File: config.mk
export PLATFORM = sky130hd
export DESIGN_NAME = temp_threshold_detector
export DESIGN_NICKNAME = d
export VERILOG_FILES = /design/src/rtl/temp_threshold_detector.sv
export SDC_FILE = /design/constraint.sdc
export NUM_CORES = 1
export LEC_CHECK = 0
export BUFFER_PORTS_ARGS = -buffer_cell sky130_fd_sc_hd__buf_2
export CAP_MARGIN = 25
export CORE_ASPECT_RATIO = 0.8
export CORE_MARGIN = 8
export CORE_UTILIZATION = 50
export DETAILED_ROUTE_END_ITERATION = 6
export GPL_ROUTABILITY_DRIVEN = 0
export GPL_TIMING_DRIVEN = 0
export PLACE_DENSITY_LB_ADDON = 0.1
export REMOVE_ABC_BUFFERS = 1
export SYNTH_ARGS = -nofsm -noshare
export SYNTH_HDL_FRONTEND = slang
export SYNTH_SLANG_ARGS = --single-unit
File: constraint.sdc
create_clock -name clk -period 5.55 [get_ports clk]
set_input_delay 0.2775 -clock clk [delete_from_list [all_inputs] [get_ports clk]]
set_output_delay 0.2775 -clock clk [all_outputs]
set_load 0.01 [all_outputs]
File: src/rtl/temp_threshold_detector.sv
// temp_threshold_detector: windowed sample averaging with hysteresis and debounced cold/hot flags
module temp_threshold_detector #(
    parameter int TEMP_W   = 8,
    parameter int AVG_LOG2 = 2,
    parameter int HYST     = 2,
    parameter int DEBOUNCE = 3
) (
    input  logic              clk,
    input  logic              rst_n,
    input  logic              sample_valid,
    input  logic [TEMP_W-1:0] sample_temp,
    input  logic [TEMP_W-1:0] setpoint,
    output logic              avg_valid,
    output logic [TEMP_W-1:0] avg_temp,
    output logic              too_cold,
    output logic              too_hot
);
    localparam int ACC_W = TEMP_W + AVG_LOG2;
    localparam int CNT_W = $clog2(DEBOUNCE + 1);

    typedef enum logic [1:0] {NORMAL, COLD, HOT} state_t;

    state_t              state_q, state_d;
    logic [ACC_W-1:0]    acc_q, acc_d, sum;
    logic [AVG_LOG2-1:0] scnt_q, scnt_d;
    logic [CNT_W-1:0]    dcnt_q, dcnt_d, inc;
    logic                dir_hot_q, dir_hot_d;
    logic                avg_valid_q, avg_valid_d;
    logic [TEMP_W-1:0]   avg_temp_q, avg_temp_d, avg;
    logic                too_cold_q, too_cold_d, too_hot_q, too_hot_d;
    logic [TEMP_W:0]     avg_x, sp_x, hyst_x;
    logic                win, qual, cold_on, cold_off, hot_on, hot_off;

    always_comb begin
        sum         = acc_q + ACC_W'(sample_temp);
        win         = sample_valid && (scnt_q == '1);
        avg         = TEMP_W'(sum >> AVG_LOG2);
        avg_x       = {1'b0, avg};
        sp_x        = {1'b0, setpoint};
        hyst_x      = (TEMP_W+1)'(HYST);
        cold_on     = avg_x + hyst_x < sp_x;
        cold_off    = avg_x >= sp_x;
        hot_on      = avg_x > sp_x + hyst_x;
        hot_off     = avg_x <= sp_x;
        acc_d       = sample_valid ? (win ? '0 : sum) : acc_q;
        scnt_d      = sample_valid ? scnt_q + 1'b1 : scnt_q;
        avg_valid_d = win;
        avg_temp_d  = win ? avg : avg_temp_q;
        state_d     = state_q;
        dcnt_d      = dcnt_q;
        dir_hot_d   = dir_hot_q;
        qual        = 1'b0;
        inc         = '0;
        if (win) begin
            qual      = state_q == NORMAL ? (cold_on || hot_on) : state_q == COLD ? cold_off : hot_off;
            inc       = (state_q == NORMAL && hot_on != dir_hot_q) ? CNT_W'(1) : dcnt_q + 1'b1;
            dir_hot_d = hot_on;
            if (!qual) begin
                dcnt_d = '0;
            end else if (inc == CNT_W'(DEBOUNCE)) begin
                dcnt_d  = '0;
                state_d = state_q != NORMAL ? NORMAL : (hot_on ? HOT : COLD);
            end else begin
                dcnt_d = inc;
            end
        end
        too_cold_d = state_d == COLD;
        too_hot_d  = state_d == HOT;
    end

    always_ff @(posedge clk) begin
        if (!rst_n) begin
            state_q     <= NORMAL;
            acc_q       <= '0;
            scnt_q      <= '0;
            dcnt_q      <= '0;
            dir_hot_q   <= 1'b0;
            avg_valid_q <= 1'b0;
            avg_temp_q  <= '0;
            too_cold_q  <= 1'b0;
            too_hot_q   <= 1'b0;
        end else begin
            state_q     <= state_d;
            acc_q       <= acc_d;
            scnt_q      <= scnt_d;
            dcnt_q      <= dcnt_d;
            dir_hot_q   <= dir_hot_d;
            avg_valid_q <= avg_valid_d;
            avg_temp_q  <= avg_temp_d;
            too_cold_q  <= too_cold_d;
            too_hot_q   <= too_hot_d;
        end
    end

    assign avg_valid = avg_valid_q;
    assign avg_temp  = avg_temp_q;
    assign too_cold  = too_cold_q;
    assign too_hot   = too_hot_q;
endmodule

; ---- Word-level counts from Yosys, hierarchy flattened
; Cells that the tools add are included.
[totals]
register_bits = 28
input_bits = 19
out_inout_bits = 11
elab_cells = 40
[classes]
add_sub_neg = 5
order_cmp = 4
eq_ne = 6
n_mux = 11
n_reduce_logical = 5
[ops]
columns = cell, count
row1 = $add 8x2->9 const B, 2
row2 = $mux 2, 8
row3 = $add 10x8->10, 1
row4 = $mux 10, 1
row5 = $gt 8x9->1, 1
row6 = $lt 9x8->1, 1
row7 = $ge 8x8->1, 1
row8 = $le 8x8->1, 1
row9 = $eq 2x2->1 const B, 3
row10 = $add 2x1->2 const B, 2
row11 = $eq 2x1->1 const B, 2
row12 = $logic_and 1x1->1, 2
row13 = $logic_not 2->1, 1
row14 = $mux 1, 2
row15 = $reduce_bool 2->1, 1
row16 = $logic_or 1x1->1, 1
row17 = $ne 1x1->1, 1

; ---- Logic depth before layout (Yosys ltp)
[logic_depth]
word_depth = 10
depth_mapped = 17
ltp_nobuf = 17

; ---- Worst setup path after synthesis
; Ideal clock, no wire load.
[synth_path]
path_type = register to register
start = reg acc_q[0]
end = reg state_q[0]
arrival_ns = 3.644
path_slack_ns = 1.834
stages_incl_launch_ff = 18
path_cell_list = dfxtp_1 > ha_1 > fa_1 > a211oi_2 > nor2_1 > xnor2_1 > inv_1 > ha_1 > xor2_1 > ha_1 > o21ai_0 > a21oi_1 > o211ai_1 > a21oi_1 > a211oi_1 > o32ai_1 > a2111oi_4 > mux2i_1
[synth_between]
elab_chain_cells = 9
word_cells_on_any_way = 18
[synth_lines]
columns = item, line_no
row1 = start: declaration, 24  ; logic [ACC_W-1:0] acc_q, acc_d, sum;
row2 = start signal: assignment, 74  ; acc_q <= '0;
row3 = start signal: assignment, 84  ; acc_q <= acc_d;
row4 = $add 10x8->10 (*), 35  ; sum = acc_q + ACC_W'(sample_temp);
row5 = via sum[4], 24
row6 = branches (longest 6 deep; another with $add 8x2->9), --
row7 = $mux 2 (*), 58  ; if (!qual) begin
row8 = $mux 2 (*), 54  ; if (win) begin
row9 = end signal: assignment, 83  ; state_q <= state_d;
row10 = end: declaration, 23  ; state_t state_q, state_d;
; Mark *: on every way through the listed nets, which the timed path passes.
; A chain may end at the register's enable or synchronous reset.

; ---- Worst setup path in the final report
[layout_path]
start = reg acc_q[0]
end = reg too_cold_q, in the netlist too_cold
[layout_between]
elab_chain_cells = 10
word_cells_on_any_way = 19
[layout_lines]
columns = item, line_no
row1 = $add 10x8->10 (*), 35
row2 = via sum[4], 24
row3 = branches (longest 6 deep; another with $add 8x2->9), --
row4 = $mux 2 (*), 58
row5 = $mux 2 (*), 54
row6 = $eq 2x1->1 (*), 67  ; too_cold_d = state_d == COLD;
row7 = end signal: assignment, 90  ; too_cold_q <= too_cold_d;
row8 = end: declaration, 30  ; logic too_cold_q, too_cold_d, too_hot_q, too_hot_d;
; Marks and branches as above.

==> metrics.txt <==
# TYPE chip_impl_metric gauge
chip_impl_info{name="outcome",value="completed"} 1
chip_impl_metric{name="critPathMaxFanout",unit=""} 4
chip_impl_metric{name="die-area",unit="mm2"} 0.00737
chip_impl_metric{name="placement_rows",unit=""} 22
chip_impl_info{name="hold_class",value="primary input to register"} 1
chip_impl_metric{name="worst_ep_arrival",unit="ns"} 4.64
chip_impl_info{name="clock-root-buffer",value="sky130_fd_sc_hd__clkbuf_8"} 1
chip_impl_metric{name="power",unit="W"} 0.000723
chip_impl_metric{name="drive_above_1_share",unit=""} 0.162
chip_impl_metric{name="final.min_clock_period",unit="ns"} 4.43
chip_impl_metric{name="power.combinational.fraction",unit=""} 0.471
chip_impl_metric{name="powerDensity",unit="mW/mm2"} 270
chip_impl_metric{name="post_synthesis_share_of_cell_area_spent_on_xor_and_xnor_gates",unit=""} 0.0504
chip_impl_metric{name="pre_cts_slack",unit="ns"} 1.08
chip_impl_metric{name="tritoncts_num_sinks",unit=""} 28
chip_impl_metric{name="intPower",unit="W"} 0.000455
chip_impl_metric{name="post_synth_mux_area_share",unit=""} 0.0252
chip_impl_metric{name="effective_utilization_at_floorplan",unit=""} 0.523
chip_impl_info{name="synth_top_family_by_area",value="simple AND/OR/NAND/NOR gates"} 1
chip_impl_metric{name="detail_route.first_pass.iterations",unit=""} 4
chip_impl_metric{name="num-fill-cells",unit=""} 452
chip_impl_metric{name="pin_count_of_the_biggest_net_entering_global_routing",unit=""} 30
chip_impl_info{name="end_kind",value="register"} 1
chip_impl_metric{name="skew",unit="ns"} 0.00957
chip_impl_metric{name="post_detailed_route_via_to_cell_ratio",unit=""} 5.54
chip_impl_metric{name="wp_data_required",unit="ns"} 5.76
chip_impl_metric{name="worstSkewPairLatency",unit="ns"} 0.28
chip_impl_metric{name="i_o_pins",unit=""} 30
chip_impl_info{name="synth_flop_cell",value="sky130_fd_sc_hd__dfxtp_1"} 1
chip_impl_metric{name="drt_iter0_markers",unit=""} 47
chip_impl_metric{name="synth-simple-area-share",unit=""} 0.249
chip_impl_metric{name="detail-route-antenna-nets",unit=""} 0
chip_impl_metric{name="timing.final.ws_setup",unit="ns"} 1.12
chip_impl_metric{name="number_of_global_route_vias_before_repair",unit=""} 2113
chip_impl_metric{name="port_buffers",unit=""} 29
chip_impl_metric{name="holdBufCountCts",unit=""} 0
chip_impl_info{name="unrepaired_setup_endpoints_after_global_routing",value="false"} 1
chip_impl_metric{name="vdd_ir_drop_max",unit="mV"} 0.138
chip_impl_metric{name="drc",unit=""} 0
chip_impl_info{name="synth_top_cells_by_area",value="sky130_fd_sc_hd__dfxtp_1 23%, sky130_fd_sc_hd__ha_1 16%, sky130_fd_sc_hd__xnor2_1 4.3%"} 1
chip_impl_metric{name="seq_area_frac_synth",unit=""} 0.230
chip_impl_metric{name="chip_height",unit="um"} 78.4
chip_impl_metric{name="cts.path.max_buffers",unit=""} 2
chip_impl_metric{name="cap_violations",unit=""} 0
chip_impl_metric{name="synth_compound_area_frac",unit=""} 0.219
chip_impl_metric{name="vias",unit=""} 2078
chip_impl_metric{name="final_nets",unit=""} 367
chip_impl_metric{name="p_sw_frac",unit=""} 0.370
chip_impl_metric{name="path_clk_slew",unit="ns"} 0.10
chip_impl_metric{name="mappedNetlistArea",unit="mm2"} 0.00243
chip_impl_metric{name="synth.ff_latch_count",unit=""} 28
chip_impl_metric{name="fmax",unit="GHz"} 0.226
chip_impl_metric{name="p_seq_frac",unit=""} 0.302
chip_impl_metric{name="wire_per_inst",unit="um"} 14.2
chip_impl_metric{name="share_clk_of_total_power",unit=""} 0.227
chip_impl_metric{name="synth.distinct_cells",unit=""} 63
chip_impl_metric{name="timing.final.max_slew_violations",unit=""} 0
chip_impl_metric{name="relSlewSlack",unit=""} 0.448
chip_impl_metric{name="antenna_cells",unit=""} 0
chip_impl_metric{name="total_clock_buffers_created_by_cts",unit=""} 3
chip_impl_metric{name="min_period_over_period",unit=""} 0.798
chip_impl_metric{name="dpl.hpwl",unit="um"} 4180
chip_impl_metric{name="ys.warnings.count",unit=""} 0
chip_impl_metric{name="fp.dieW",unit="um"} 94.0
chip_impl_metric{name="aggregate_negative_setup_slack",unit="ns"} 0
chip_impl_info{name="synthDominantAreaCellType",value="sky130_fd_sc_hd__dfxtp_1"} 1
chip_impl_metric{name="wirelength",unit="um"} 5330
chip_impl_metric{name="syn_inst",unit=""} 293
chip_impl_metric{name="final-hold-violation-count",unit=""} 0
chip_impl_info{name="critical_path_class",value="register to register"} 1
chip_impl_metric{name="synthArstFlopShare",unit=""} 0
chip_impl_metric{name="share_of_the_synthesized_area_in_the_top_cell_type",unit=""} 0.230
chip_impl_metric{name="core_region_area",unit="mm2"} 0.00465
chip_impl_metric{name="flow.area_growth_from_synthesis",unit="%"} 9.76
chip_impl_metric{name="cts_post_setup_buffers_inserted",unit=""} 0
chip_impl_metric{name="worst-slew-pin-transition",unit="ns"} 0.823
chip_impl_metric{name="power.leakage",unit="nW"} 1.22
chip_impl_metric{name="grt_first_pass_wirelength",unit="um"} 9290
chip_impl_metric{name="report.final.setup_viol",unit=""} 0
chip_impl_metric{name="post_cts.resized_instances",unit=""} 0
chip_impl_metric{name="grtUsageTotal",unit=""} 0.152
chip_impl_metric{name="p_sw",unit="W"} 0.000267
chip_impl_metric{name="place_area",unit="mm2"} 0.00260
chip_impl_metric{name="finalCoreUtilization",unit=""} 0.575
chip_impl_metric{name="synth_fa_ha_area_frac",unit=""} 0.172
chip_impl_info{name="crit_start_category",value="register"} 1
chip_impl_metric{name="syn_area_per_cell",unit="um2"} 8.31
chip_impl_metric{name="final_cell_area",unit="mm2"} 0.00267
chip_impl_metric{name="grt_antenna_before_repair",unit=""} 0
chip_impl_metric{name="clock_tree.htree_level_count",unit=""} 1
chip_impl_info{name="cts_tree",value="built"} 1
chip_impl_metric{name="globalRouteOverflowTotal",unit=""} 0
chip_impl_metric{name="synth_enable_flop_cells",unit=""} 0
per-stage QoR:
| step | cells | hold slack [ns] |
|---|---|---|
| after floorplan | 282 | 0.395 |
| after global placement | 371 | 0.453 |
| after detailed placement | 371 | 0.457 |
| after CTS | 375 | 0.441 |
| after global routing | 375 | 0.460 |
| final | 375 | 0.441 |
Yosys cell counts (all sizes together), types with 4 or more instances:
library cell and n:
xnor2 12, o21bai 4, ha 31, and2 15, o22ai 8, a21oi 10
dfxtp 28, nor3 5, and3 5, mux2i 5, a211oi 5, nand4 4
nand2 26, nand3 8, a31oi 4, inv 21, clkbuf 9, nor2 19
o21ai 15, nor2b 8
per-layer routing:
layer / GRT usage / share of wire / wire length, um
met1: 0.193 / 0.52 / 2770
met2: 0.253 / 0.43 / 2300
met3: 0.0333 / 0.039 / 208
met4: 0.0395 / 0.0090 / 48
met5: 0 / 0 / 0
cells in the final DEF (no fill, tap or decap), drive strengths merged, types with 2 or more instances in the layout:
cell type,count
o211a,3
xor2,2
clkbuf,3
ha,31
nor2b,8
dfxtp,28
nand2b,2
nor4,2
nor2,19
and2,15
nand2,26
o21ai,15
o221ai,2
a21oi,10
o211ai,3
and3,5
mux2i,5
a21o,2
nand4,4
o21a,3
or2,2
a31oi,4
a21boi,3
nand3b,3
o22ai,8
a211oi,5
o21bai,4
inv,21
nor3,5
nand3,8
o31a,2
xnor2,12
nor3b,2
buf,29
nand4b,3
worst paths after layout:
path | startpoint | endpoint | slack, ns | cells past startpoint
setup / recovery | acc_q[0] | too_cold | 1.12 | 17
setup reg to reg | acc_q[0] | too_cold | 1.12 | 17
hold / removal | rst_n | acc_q[6] | 0.44 | 2
hold reg to reg | avg_temp[3] | avg_temp[3] | 0.47 | 2
power by group through the flow:
| stage | sequential (W) | clock (W) | combinational [W] |
|---|---|---|---|
| floorplan | 0.000222 | 0 | 0.000263 |
| global placement | 0.000223 | 0 | 0.000334 |
| detailed placement | 0.000223 | 0 | 0.000339 |
| CTS | 0.000219 | 0.000170 | 0.000342 |
| global route | 0.000220 | 0.000176 | 0.000388 |
| finish | 0.000218 | 0.000164 | 0.000340 |
layout make-up:
cell class                      instances  area, um2  share of cell area
Clock buffer                            3       41.3              0.0154
Clock inverter                          1       30.0              0.0112
Timing Repair Buffer                   29        145              0.0543
Inverter                               21       78.8              0.0295
Multi-Input combinational cell        233       1740               0.652
Sequential cell                        28        561               0.210
Tap cell                               60       75.1              0.0281
cells by family (layout without fill, tap and decap cells):
| kind of cell | count (synthesis) | in the layout |
|---|---|---|
| XOR/XNOR | 14 | 14 |
| multiplexers | 6 | 6 |
| adder cells (fa/ha/maj) | 33 | 33 |
| AND/OR/NAND/NOR | 109 | 109 |
| flip-flops | 28 | 28 |
| AO/OA/AOI/OAI | 71 | 71 |
| buffers and inverters | 32 | 54 |
worst max-delay path, stage by stage (launching register included):
cell                        delay (ns)
sky130_fd_sc_hd__dfxtp_1          0.33
sky130_fd_sc_hd__ha_1             0.21
sky130_fd_sc_hd__fa_1             0.43
sky130_fd_sc_hd__a211oi_2         0.40
sky130_fd_sc_hd__nor2_1           0.11
sky130_fd_sc_hd__xnor2_1          0.48
sky130_fd_sc_hd__inv_1            0.19
sky130_fd_sc_hd__ha_1             0.25
sky130_fd_sc_hd__xor2_1           0.17
sky130_fd_sc_hd__ha_1             0.29
sky130_fd_sc_hd__o21ai_0          0.07
sky130_fd_sc_hd__a21oi_1          0.06
sky130_fd_sc_hd__o211ai_1         0.16
sky130_fd_sc_hd__a21oi_1          0.09
sky130_fd_sc_hd__a211oi_1         0.23
sky130_fd_sc_hd__o32ai_1          0.16
sky130_fd_sc_hd__a2111oi_4        0.51
sky130_fd_sc_hd__mux2i_1          0.23
state kept, by name (all words and copies together), names as in the netlist:
| signal | cells |
|---|---|
| state_q | 2 |
| too_hot | 1 |
| avg_temp | 8 |
| dir_hot_q | 1 |
| dcnt_q | 2 |
| avg_valid | 1 |
| scnt_q | 2 |
| acc_q | 10 |
| too_cold | 1 |
Note: power is estimated with default switching activity, not from simulation.
